<file path="config.mk">
export PLATFORM = sky130hd
export DESIGN_NAME = spi_txn_arbiter
export DESIGN_NICKNAME = d
export VERILOG_FILES = /design/src/rtl/spi_txn_arbiter.sv
export SDC_FILE = /design/constraint.sdc
export NUM_CORES = 1
export LEC_CHECK = 0
export CORE_MARGIN = 1.5
export CORE_UTILIZATION = 40
export CTS_BUF_LIST = sky130_fd_sc_hd__clkbuf_8
export DETAILED_ROUTE_END_ITERATION = 8
export MAX_ROUTING_LAYER = met4
export PLACE_DENSITY = 0.77
export SYNTH_ARGS = -nofsm -noshare
export SYNTH_HDL_FRONTEND = slang
export SYNTH_SLANG_ARGS = --single-unit
</file>
<file path="constraint.sdc">
create_clock -name clk -period 2.5 [get_ports clk]
set_clock_uncertainty 0.1 [all_clocks]
set_input_delay 0.5 -clock clk [delete_from_list [all_inputs] [get_ports clk]]
set_output_delay 0.5 -clock clk [all_outputs]
set_load 0.01 [all_outputs]
</file>
<file path="src/rtl/spi_txn_arbiter.sv">
// spi_txn_arbiter: round-robin sequencer sharing one byte SPI master; SPI_ARB_TIMEOUT_EN adds a frame watchdog
module spi_txn_arbiter #(
  parameter int N_REQ = 4,
  parameter int GAP_CYCLES = 4,
  parameter int TIMEOUT_CYCLES = 1024
) (
  input  logic               clk,
  input  logic               rst,
  input  logic [N_REQ-1:0]   req,
  input  logic [8*N_REQ-1:0] req_data,
  output logic [N_REQ-1:0]   gnt,
  output logic [N_REQ-1:0]   done,
  output logic               err,
  output logic               m_start,
  output logic [7:0]         m_data,
  input  logic               m_cs,
  output logic [N_REQ-1:0]   ss_n
);
  localparam int PW = $clog2(N_REQ);
  typedef enum logic [2:0] {IDLE, ARB, LAUNCH, BUSY, DONE, GAP} state_t;
  state_t state_q, state_d;
  logic [PW-1:0] rr_q, rr_d, win;
  logic [N_REQ-1:0] gnt_q, gnt_d, done_q, done_d;
  logic [7:0] data_q, data_d, gap_q, gap_d;
  logic start_q, start_d, err_q, err_d, found, timeout;
  if (N_REQ < 2 || N_REQ > 8 || GAP_CYCLES < 1 || GAP_CYCLES > 255 || TIMEOUT_CYCLES < 1) begin : g_bad_params
    $error("spi_txn_arbiter: parameter out of range");
  end
`ifdef SPI_ARB_TIMEOUT_EN
  localparam int WW = $clog2(TIMEOUT_CYCLES + 1);
  logic [WW-1:0] wd_q, wd_d;
  assign timeout = wd_q == WW'(TIMEOUT_CYCLES);
  assign wd_d = (state_q != LAUNCH && state_q != BUSY) ? '0 : timeout ? wd_q : wd_q + 1'b1;
  always_ff @(posedge clk)
    wd_q <= rst ? '0 : wd_d;
`else
  assign timeout = 1'b0;
`endif
  always_comb begin
    win = rr_q;
    found = 1'b0;
    for (int i = 0; i < N_REQ; i++)
      if (!found && req[(int'(rr_q) + i) % N_REQ]) begin
        win = PW'((int'(rr_q) + i) % N_REQ);
        found = 1'b1;
      end
  end
  always_comb begin
    state_d = state_q;
    rr_d = rr_q;
    gnt_d = gnt_q;
    data_d = data_q;
    gap_d = gap_q;
    start_d = start_q;
    done_d = '0;
    err_d = 1'b0;
    case (state_q)
      IDLE: state_d = |req ? ARB : IDLE;
      ARB: if (found) begin
        state_d = LAUNCH;
        gnt_d = N_REQ'(1) << win;
        data_d = req_data[8*win +: 8];
        rr_d = (int'(win) == N_REQ - 1) ? '0 : win + 1'b1;
        start_d = 1'b1;
      end else state_d = IDLE;
      LAUNCH: if (timeout || !m_cs) begin
        state_d = timeout ? DONE : BUSY;
        start_d = 1'b0;
        done_d = timeout ? gnt_q : '0;
        err_d = timeout;
      end
      BUSY: if (timeout || m_cs) begin
        state_d = DONE;
        done_d = gnt_q;
        err_d = timeout;
      end
      DONE: begin
        state_d = GAP;
        gnt_d = '0;
        gap_d = 8'(GAP_CYCLES);
      end
      GAP: begin
        gap_d = gap_q - 1'b1;
        state_d = gap_q == 8'd1 ? IDLE : GAP;
      end
      default: state_d = IDLE;
    endcase
  end
  always_ff @(posedge clk)
    if (rst) begin
      state_q <= IDLE;
      rr_q <= '0;
      gnt_q <= '0;
      done_q <= '0;
      data_q <= '0;
      gap_q <= '0;
      start_q <= 1'b0;
      err_q <= 1'b0;
    end else begin
      state_q <= state_d;
      rr_q <= rr_d;
      gnt_q <= gnt_d;
      done_q <= done_d;
      data_q <= data_d;
      gap_q <= gap_d;
      start_q <= start_d;
      err_q <= err_d;
    end
  assign ss_n = (state_q == BUSY && !m_cs) ? ~gnt_q : '1;
  assign gnt = gnt_q;
  assign done = done_q;
  assign err = err_q;
  assign m_start = start_q;
  assign m_data = data_q;
endmodule

</file>
==> results.py <==
metrics = {
    "placement": {
        "place_congestion": 0.760,
        "placement.io_buffers": 59,
        "hpwl_um": 2890,
        "place_worst_setup_slack_ns": -0.262,
    },
    "logic_synthesis": {
        "edff_count_synth": 0,
        "netlist_top_cells_area": "dfxtp_1 38%, mux2i_1 14%, ha_1 4.7%, o221ai_1 4.4%, nand3b_1 4.3%",
        "syn-mean-instance-area_sq_um": 8.91,
        "ys_async_sr_fraction_pct": 0,
        "yosysSeqAreaShare_pct": 37.9,
        "synth-main-ff-cell": "dfxtp_1",
        "synthesis.instances": 178,
        "synth_top_cell_by_area": "dfxtp_1",
        "mappedNetlistArea_sq_um": 1590,
        "synth.lib_cells_used.distinct": 42,
        "ys_seq_elements": 30,
        "warnings_from_yosys": 0,
        "mappedNetlistNets": 223,
        "share_of_the_synthesized_area_in_the_top_cell_type_pct": 37.9,
    },
    "final_layout": {
        "num-fill-cells": 352,
        "area.growth.synth_to_final_pct": 50.7,
        "finalNetCount": 293,
        "drive_above_1_share_pct": 11.6,
        "n_antenna_cell": 0,
        "ff_latch_area_sq_um": 601,
        "multiInputGateArea_sq_um": 915,
    },
    "global_routing": {
        "grt_first_pass_wirelength_um": 6010,
        "vias_in_the_first_global_route": 1406,
        "gr-usage-all-layers_pct": 18.4,
        "grt_start_max_net_pins": 25,
        "grt.overflow.total": 0,
        "grt_antenna_before_repair": 0,
    },
    "die": {
        "floorplan.rows": 22,
        "die_height_um": 66.0,
        "chipWidth_um": 66.0,
        "coreArea_sq_um": 3740,
        "top_ports": 61,
        "fp.dieArea_sq_um": 4350,
        "initial_core_util_pct": 42.4,
    },
    "timing": {
        "rsz_0062_raised_after_global_routing": "no",
        "max_slew_margin_pct": 66.1,
        "maxClockFrequency_ghz": 0.436,
        "worst_hold_slack_ns": 0.380,
        "tcrit_tclk_final_pct": 91.8,
        "worst_margin_slew_ns": 0.504,
        "setup_viol": 0,
        "final-hold-violation-count": 0,
        "post-route-worst-setup-slack_ns": 0.206,
        "maxSlewViolCount": 0,
        "post_layout_minimum_cycle_time_ns": 2.29,
    },
    "detailed_routing": {
        "detail_route.drc_violations": 0,
        "route.detailed.vias_per_inst": 5.12,
        "detail_route.wirelength_um": 3810,
        "routed-via-count": 1521,
        "ant_nets": 0,
        "wire_per_inst_um": 12.8,
        "first_pass_iters": 4,
        "drtIter0Drc": 73,
    },
    "cts": {
        "clock_latency_on_the_worst_skew_pair_ns": 0.28,
        "cts-hold-fix-buffers": 0,
        "clk_pin_slew_worst_paths_ns": 0.06,
        "postCtsSetupRepairBufs": 0,
        "cts_tree": "built",
        "clkSinkCount": 30,
        "cts_made_buffers": 5,
        "h-tree-depth": 2,
        "root_buffer": "clkbuf_8",
        "cts.path.max_buffers": 2,
    },
    "setup_path": {
        "critical_path_class": "primary input to flip-flop",
        "critical_path.max_fanout": 8,
        "critPathCaptureType": "flip-flop",
        "worstSetupStartpointType": "primary input",
        "cp_data_arrival_time_ns": 2.39,
        "cp_data_required_time_ns": 2.59,
    },
    "hold_path": {
        "kind_of_path_behind_the_tightest_hold_check": "flip-flop to flip-flop",
    },
    "pwr": {
        "cellPowerDensity_nw_per_um2": 584,
        "p_leak_nw": 0.926,
        "vdd_ir_max_v": 0.000427,
    },
    "run": {
        "timing.max_cap.violations": 0,
    },
    "run_status": {
        "outcome": "finished clean",
    },
}
[layout by cell type (no fill, tap or decap), types with 2 or more instances in the layout]
| master | count |
|---|---|
| clkdlybuf4s50_1 | 54 |
| dfxtp_1 | 30 |
| mux2i_1 | 22 |
| nor2_1 | 16 |
| nand2_1 | 12 |
| buf_4 | 11 |
| a21oi_1 | 10 |
| nand3b_1 | 9 |
| o221ai_1 | 8 |
| inv_1 | 7 |
| ha_1 | 6 |
| clkbuf_8 | 6 |
| o21ai_0 | 5 |
| nand2b_1 | 4 |
| nand3_1 | 4 |
| and2_1 | 4 |
| dlygate4sd2_1 | 4 |
| nor2b_1 | 3 |
| or3_1 | 3 |
| nand2_2 | 2 |
| a22oi_1 | 2 |
| or4_1 | 2 |
| nor3_1 | 2 |
[flip-flops by register name, summed over array words and instances, names as in the netlist]
name and flops:
rr_q 2, gap_q 8, m_start 1, m_data 8, done 4, state_q 3, gnt 4
[cell families after synthesis]
family                     Yosys count  share of synthesized area (%)
adders and majority gates            6                           4.73
buffers and inverters               16                           4.81
DFF                                 30                           37.9
and+or+nand+nor                     70                           24.0
AOI/OAI and AO/OA                   32                           13.8
other                                1                          0.236
muxes                               23                           14.6
[report_power, final]
part / internal [mW] / leakage [nW] / switching, mW
clock: 0.221 / 0.0472 / 0.184
sequential: 0.523 / 0.244 / 0.0315
combinational: 0.244 / 0.635 / 0.193
[worst max-delay path, stage by stage]
cell and delay (ns):
clkdlybuf4s50_1 0.45, nor2b_1 0.16, a21o_1 0.16, a211oi_2 0.30
inv_2 0.06, or3_1 0.50, o221ai_1 0.25
[layer usage]
layer / up-vias / wire [um] / GRT usage, % / part of all wire [%]
li1: 772 / - / - / -
met1: 702 / 1730 / 21.6 / 45
met2: 42 / 1880 / 29.8 / 49
met3: 5 / 159 / 5.62 / 4.2
met4: 0 / 46 / 6.63 / 1.2
met5: - / 0 / - / 0
[cell usage after synthesis, types with 4 or more instances]
cell type / count
mux2i_1: 22
ha_1: 6
nor2_1: 17
nand2b_1: 4
dfxtp_1: 30
and2_1: 4
nand2_1: 12
nand3b_1: 9
o221ai_1: 8
inv_1: 7
nand3_1: 4
o21ai_0: 5
a21oi_1: 10
[timing repair]
item	in CTS	in global routing
gates cloned	0	0
endpoints found under the hold margin	0	0
endpoints found under the setup margin	4	4
gates resized for setup	5	2
pin swaps	0	0
[through the flow]
step	total power, mW	cells	cell area, sq um	utilization, %	setup TNS [ns]
global route	1.48	297	2390	63.9	0
finish	1.40	297	2390	63.9	0
CTS	1.41	297	2390	63.7	0
detailed placement	1.00	289	2290	61.3	-1.51
floorplan	0.785	178	1590	-	0
global placement	0.995	289	2290	61.3	-1.21
[layout make-up]
type / instances / share of cell area (%)
Clock buffer: 6 / 3.45
Clock inverter: 2 / 0.523
Inverter: 8 / 1.26
Multi-Input combinational cell: 132 / 38.3
Sequential cell: 30 / 25.1
Tap cell: 48 / 2.51
Timing Repair Buffer: 71 / 28.9
[path summary, 6_finish.rpt]
path	start	endpoint	slack, ns	cells after the start
hold reg to reg	gap_q[1]	gap_q[1]	0.38	2
setup reg to reg	rr_q[0]	m_data[5]	0.59	6
hold / removal	gap_q[1]	gap_q[1]	0.38	2
setup / recovery	req[2]	m_data[5]	0.21	7
Note: power is estimated with default switching activity, not from simulation.
